==> config.mk <==
export PLATFORM = sky130hd
export DESIGN_NAME = fixed_point_mul_sat
export DESIGN_NICKNAME = d
export VERILOG_FILES = /design/src/rtl/fixed_point_pkg.sv /design/src/rtl/fixed_point_round_sat.sv /design/src/rtl/fixed_point_mul_sat.sv
export SDC_FILE = /design/constraint.sdc
export NUM_CORES = 1
export LEC_CHECK = 0
export CORE_MARGIN = 1.5
export CORE_UTILIZATION = 49
export DETAILED_ROUTE_END_ITERATION = 8
export PLACE_DENSITY = 0.72
export SYNTH_ARGS = -nofsm -noshare
export SYNTH_HDL_FRONTEND = slang
export SYNTH_SLANG_ARGS = --single-unit
export TNS_END_PERCENT = 30
==> constraint.sdc <==
create_clock -name clk -period 3.6 [get_ports clk]
set_clock_uncertainty 0.1 [all_clocks]
set_input_delay 0.36 -clock clk [delete_from_list [all_inputs] [get_ports clk]]
set_output_delay 0.36 -clock clk [all_outputs]
set_load 0.005 [all_outputs]
==> src/rtl/fixed_point_pkg.sv <==
// -----------------------------------------------------------------------------
// fixed_point_pkg
// Shared definitions for the sequential fixed-point arithmetic blocks.
//   state_e        : multiplier control states (IDLE, MUL, FINISH)
//   ROUND_TRUNC    : round_mode value selecting floor (arithmetic shift)
//   ROUND_HALF_UP  : round_mode value selecting round-half-up
// -----------------------------------------------------------------------------
package fixed_point_pkg;

    typedef enum logic [1:0] {
        ST_IDLE   = 2'd0,
        ST_MUL    = 2'd1,
        ST_FINISH = 2'd2
    } state_e;

    localparam logic ROUND_TRUNC   = 1'b0;
    localparam logic ROUND_HALF_UP = 1'b1;

endpackage : fixed_point_pkg

==> src/rtl/fixed_point_round_sat.sv <==
// -----------------------------------------------------------------------------
// fixed_point_round_sat
// Combinational rescale of a 2N-bit Q(2I.2F) product back to N-bit Q(I.F):
// optional round-half-up, then saturate (or wrap) into N bits.
// Ports:
//   prod     in  2N  exact signed product
//   mode     in  1   ROUND_TRUNC / ROUND_HALF_UP
//   result   out N   rescaled, clamped or wrapped value
//   overflow out 1   rounded value did not fit in N bits
// -----------------------------------------------------------------------------
module fixed_point_round_sat
    import fixed_point_pkg::*;
#(
    parameter int N        = 5,
    parameter int F        = 2,
    parameter int SATURATE = 1
) (
    input  logic [2*N-1:0] prod,
    input  logic           mode,
    output logic [N-1:0]   result,
    output logic           overflow
);

    localparam int W = 2 * N + 1;

    // 2^(F-1) for F > 0 and zero for F = 0, without ever forming a negative shift.
    localparam logic [W-1:0] HALF = (W'(1) << F) >> 1;

    logic [W-1:0] prod_ext_s;
    logic [W-1:0] bias_s;
    logic [W-1:0] sum_s;
    logic [W-1:0] r_s;
    logic [N+1:0] hi_s;
    logic [N-1:0] sat_s;

    // One guard bit above the product keeps the rounding add from overflowing.
    assign prod_ext_s = {prod[2*N-1], prod};
    assign bias_s     = (mode == ROUND_HALF_UP) ? HALF : {W{1'b0}};
    assign sum_s      = prod_ext_s + bias_s;
    assign r_s        = W'($signed(sum_s) >>> F);

    // The value fits in N bits exactly when bits [W-1:N-1] are all copies of the sign.
    assign hi_s     = r_s[W-1:N-1];
    assign overflow = ~((&hi_s) | ~(|hi_s));

    assign sat_s  = r_s[W-1] ? {1'b1, {(N-1){1'b0}}} : {1'b0, {(N-1){1'b1}}};
    assign result = (overflow && (SATURATE != 0)) ? sat_s : r_s[N-1:0];

endmodule : fixed_point_round_sat

==> src/rtl/fixed_point_mul_sat.sv <==
// -----------------------------------------------------------------------------
// fixed_point_mul_sat
// Sequential signed Q(I.F) multiplier: one radix-2 partial product per clock,
// then a rounding/saturation stage. Latency N+1 clocks from the start edge.
// Ports:
//   clk        in  1  rising-edge clock
//   rst        in  1  asynchronous active-high reset
//   start      in  1  request, sampled only while idle
//   a, b       in  N  signed operands
//   round_mode in  1  0 = truncate, 1 = round half up
//   busy       out 1  multiply in flight
//   done       out 1  one-cycle pulse when result/overflow update
//   result     out N  signed product
//   overflow   out 1  rounded product did not fit in N bits
// -----------------------------------------------------------------------------
module fixed_point_mul_sat
    import fixed_point_pkg::*;
#(
    parameter int INTEGER_PART_WIDTH    = 3,
    parameter int FRACTIONAL_PART_WIDTH = 2,
    parameter int SATURATE              = 1
) (
    input  logic                                              clk,
    input  logic                                              rst,
    input  logic                                              start,
    input  logic [INTEGER_PART_WIDTH+FRACTIONAL_PART_WIDTH-1:0] a,
    input  logic [INTEGER_PART_WIDTH+FRACTIONAL_PART_WIDTH-1:0] b,
    input  logic                                              round_mode,
    output logic                                              busy,
    output logic                                              done,
    output logic [INTEGER_PART_WIDTH+FRACTIONAL_PART_WIDTH-1:0] result,
    output logic                                              overflow
);

    localparam int N     = INTEGER_PART_WIDTH + FRACTIONAL_PART_WIDTH;
    localparam int CNT_W = (N > 1) ? $clog2(N) : 1;
    localparam logic [CNT_W-1:0] CNT_LAST = CNT_W'(N - 1);
    localparam logic [CNT_W-1:0] CNT_ONE  = CNT_W'(1);

    state_e           state_q, state_d;
    logic [CNT_W-1:0] cnt_q, cnt_d;
    logic [N-1:0]     a_q, a_d;
    logic [N-1:0]     b_q, b_d;
    logic             mode_q, mode_d;
    logic [2*N-1:0]   acc_q, acc_d;
    logic             busy_q, busy_d;
    logic             done_q, done_d;
    logic [N-1:0]     result_q, result_d;
    logic             ovf_q, ovf_d;

    logic [2*N-1:0]   pp_s;
    logic [N-1:0]     rs_result_s;
    logic             rs_ovf_s;

    // Partial product for the current bit: sign-extended multiplicand weighted by 2^i.
    assign pp_s = {{N{a_q[N-1]}}, a_q} << cnt_q;

    fixed_point_round_sat #(
        .N        (N),
        .F        (FRACTIONAL_PART_WIDTH),
        .SATURATE (SATURATE)
    ) u_round_sat (
        .prod     (acc_q),
        .mode     (mode_q),
        .result   (rs_result_s),
        .overflow (rs_ovf_s)
    );

    // Next-state and datapath control.
    always_comb begin
        state_d  = state_q;
        cnt_d    = cnt_q;
        a_d      = a_q;
        b_d      = b_q;
        mode_d   = mode_q;
        acc_d    = acc_q;
        busy_d   = busy_q;
        done_d   = 1'b0;
        result_d = result_q;
        ovf_d    = ovf_q;
        case (state_q)
            ST_IDLE: begin
                if (start) begin
                    a_d     = a;
                    b_d     = b;
                    mode_d  = round_mode;
                    acc_d   = {(2*N){1'b0}};
                    cnt_d   = {CNT_W{1'b0}};
                    busy_d  = 1'b1;
                    state_d = ST_MUL;
                end else begin
                    busy_d  = 1'b0;
                end
            end
            ST_MUL: begin
                // The top multiplier bit carries negative weight in two's complement.
                if (b_q[cnt_q]) begin
                    if (cnt_q == CNT_LAST) begin
                        acc_d = acc_q - pp_s;
                    end else begin
                        acc_d = acc_q + pp_s;
                    end
                end else begin
                    acc_d = acc_q;
                end
                if (cnt_q == CNT_LAST) begin
                    state_d = ST_FINISH;
                end else begin
                    cnt_d   = cnt_q + CNT_ONE;
                end
            end
            ST_FINISH: begin
                result_d = rs_result_s;
                ovf_d    = rs_ovf_s;
                done_d   = 1'b1;
                busy_d   = 1'b0;
                state_d  = ST_IDLE;
            end
            default: begin
                busy_d  = 1'b0;
                state_d = ST_IDLE;
            end
        endcase
    end

    // State, datapath and output registers; reset discards any operation in flight.
    always_ff @(posedge clk or posedge rst) begin
        if (rst) begin
            state_q  <= ST_IDLE;
            cnt_q    <= {CNT_W{1'b0}};
            a_q      <= {N{1'b0}};
            b_q      <= {N{1'b0}};
            mode_q   <= 1'b0;
            acc_q    <= {(2*N){1'b0}};
            busy_q   <= 1'b0;
            done_q   <= 1'b0;
            result_q <= {N{1'b0}};
            ovf_q    <= 1'b0;
        end else begin
            state_q  <= state_d;
            cnt_q    <= cnt_d;
            a_q      <= a_d;
            b_q      <= b_d;
            mode_q   <= mode_d;
            acc_q    <= acc_d;
            busy_q   <= busy_d;
            done_q   <= done_d;
            result_q <= result_d;
            ovf_q    <= ovf_d;
        end
    end

    assign busy     = busy_q;
    assign done     = done_q;
    assign result   = result_q;
    assign overflow = ovf_q;

endmodule : fixed_point_mul_sat

==> metrics.txt <==
CTS root buf clkbuf_8; pin count of the biggest net entering global routing 25; sequential area share after synthesis 0.342; vias in the first global route a little over 2000; Synth warnings 0; die area roughly 5500 sq um; 1st-pass router iterations 4; Worst Hold Depth 1; CP endpoint kind register; Clock transition at path regs around 0.07 ns; area leader, netlist dfrtp_1; Min-Delay Path Class register to register; Final GP Congestion roughly 0.9; Net Count, Synth 310; post-CTS setup buffers 0; final setup fails 0; Worst setup SP type register; synthesis-stage register bit count 34; initial antenna violation count 0; IO Port Bufs 21; Worst Tran Pin Value 0.894 ns; DRT Wirelength 4940 um; Inserted Diodes 0; clock buffer depth 2; largest fanout on the critical path 5; Reg-to-Reg Start cnt_q[0]$_DFFE_PP0P_; worst path arrival time between 3 and 4 ns; GRT Total Usage 0.209; H-tree depth 2; post-route ant nets 0; Hold Crit Endpoint busy$_DFFE_PP0N_; max cap viols 0; period utilization 0.913; ys async rst share 1.00; R2R setup slack approximately 0.31 ns; TritonCTS buffer count 5; Post-Synthesis Cells ~280; Rows 25; DRC 0; per-cell routed wire length approximately 13 um; vias post-DR between 2000 and 2500; Nets roughly 340; Post-synth top flop dfrtp_1; # clock sinks 34; Die Wd ~74 um; relative slew slack 0.403; share of the synthesized area in the top cell type 0.342; Skew-Pair Late Insertion Delay 0.28 ns; Area Overhead vs Synth 16.9%; worst hold path startpoint state_q[1]$_DFFE_PP0P_; detailed placer's ending HPWL slightly above 4000 um; Setup TNS 0 ns; status finished clean; max-slew violations 0; initial core utilization 0.517; Fmax 304 MHz; Syn Std Cell Area about 2500 sq um; vias per inst around 5.5; syn avg cell area 8.83 sq um; data required time of the worst path approximately 3.7 ns; first-pass GRT wire length slightly below 9000 um; Post-synth EDFFs 0; final hold vios 0; RSZ-0062 raised after global routing no; number of DRC markers in iteration 0 96; crit path time final between 3 and 4 ns; # IOs 22; synth top area cells dfrtp_1 34%, ha_1 6.5%, mux2_2 5.9%; CTS tree done; hold bufs inserted after CTS 0; reg2reg end acc_q[8]$_DFFE_PP0P_; # resized after CTS 0; Unique masters post-synth 44; gr ovfl total 0; CP Class register to register; chip height approximately 74 um; core box area ~4800 sq um; reg2reg path depth 13; share of cells above drive strength 1 0.113
cell families after synthesis:
family                   after synthesis  synth area share
AO/OA/AOI/OAI                         80             0.202
flip-flops                            34             0.342
adder cells (fa/ha/maj)               14            0.0734
buffers and inverters                 26            0.0437
AND/OR/NAND/NOR                       89             0.171
XOR/XNOR                              17            0.0598
multiplexers                          22             0.109
metal layers:
| metal | GRT usage | routed length, um |
|---|---|---|
| met5 | 0 | 0 |
| met1 | 0.240 | 2210 |
| met4 | 0.0566 | 38 |
| met2 | 0.389 | 2550 |
| met3 | 0.0447 | 142 |
metrics by stage:
| stage | std cells | hold slack, ns | cell area [sq um] | setup WS, ns | util |
|---|---|---|---|---|---|
| global placement | 368 | 0.349 | 2800 | 0.285 | 0.581 |
| global route | 376 | 0.394 | 2910 | 0.0109 | 0.604 |
| CTS | 376 | 0.367 | 2910 | 0.138 | 0.604 |
| finish | 376 | 0.371 | 2910 | 0.313 | 0.604 |
| detailed placement | 368 | 0.364 | 2800 | 0.168 | 0.581 |
| floorplan | 282 | 0.327 | 2490 | 0.117 | - |
layout by cell type (no fill, tap or decap), types with 2 or more instances in the layout:
master,instances
dfrtp_1,34
nand2_1,33
a21oi_1,21
clkdlybuf4s50_1,21
o21ai_0,20
nor2_1,16
inv_1,15
mux2_2,13
ha_1,13
xnor2_1,9
buf_4,9
xor2_1,8
clkbuf_8,8
o21a_1,6
o21ai_1,6
mux2i_1,6
nand2b_1,6
and3_1,5
o211ai_1,5
nor2b_1,5
nand3_1,5
a31oi_1,5
and2_1,4
nand4_1,4
nor3_1,3
a21o_1,3
a211oi_1,3
o31ai_1,2
a211o_1,2
or3_1,2
a32o_1,2
or4_1,2
area by class of cell:
class | instances | area (sq um)
well taps | 67 | 83.8
multi-input cells | 222 | 1530
flip-flops and latches | 34 | 851
fillers | 462 | 1910
clock buffers | 8 | 110
inverters | 15 | 56.3
repair buffers | 30 | 278
synthesized netlist by cell type (3+ instances only):
master / n
and3_1: 5
mux2i_1: 6
buf_2: 3
a211oi_1: 3
clkbuf_1: 7
nand4_1: 4
nand2b_1: 6
xnor2_1: 9
ha_1: 13
o21a_1: 6
nor2_1: 17
nand2_1: 33
o21ai_1: 4
xor2_1: 8
o21ai_0: 22
o211ai_1: 5
nor2b_1: 5
mux2_2: 13
dfrtp_1: 34
and2_1: 4
nor3_1: 3
inv_1: 15
nand3_1: 5
a21o_1: 3
a21oi_1: 21
a31oi_1: 5
worst max path at each step:
stage / startpoint / endpoint / slack [ns]
CTS: cnt_q[0]$_DFFE_PP0P_ / acc_q[8]$_DFFE_PP0P_ / 0.14
global placement: cnt_q[0]$_DFFE_PP0P_ / acc_q[8]$_DFFE_PP0P_ / 0.29
finish: cnt_q[0]$_DFFE_PP0P_ / acc_q[8]$_DFFE_PP0P_ / 0.31
detailed placement: cnt_q[0]$_DFFE_PP0P_ / acc_q[8]$_DFFE_PP0P_ / 0.17
floorplan: cnt_q[2]$_DFFE_PP0P_ / acc_q[8]$_DFFE_PP0P_ / 0.12
global route: cnt_q[0]$_DFFE_PP0P_ / acc_q[8]$_DFFE_PP0P_ / 0.01
sequential cells by signal, indices dropped and copies added (netlist names):
name	cells
acc_q	10
a_q	5
b_q	5
result	5
cnt_q	3
state_q	2
busy	1
done	1
mode_q	1
overflow	1
worst max-delay path: stages, from the launching register on:
cell	delay (ns)
dfrtp_1	0.42
mux2i_1	0.15
or3_1	0.32
ha_1	0.26
o21ai_0	0.21
o21ai_0	0.13
ha_1	0.33
nor2b_1	0.14
o21ai_1	0.15
a21oi_1	0.11
o21ai_1	0.17
a21oi_1	0.10
or3_1	0.35
a32o_1	0.25
Power is not shown: default switching activity piles up to over one toggle a cycle in this logic, so the estimate is an artifact.
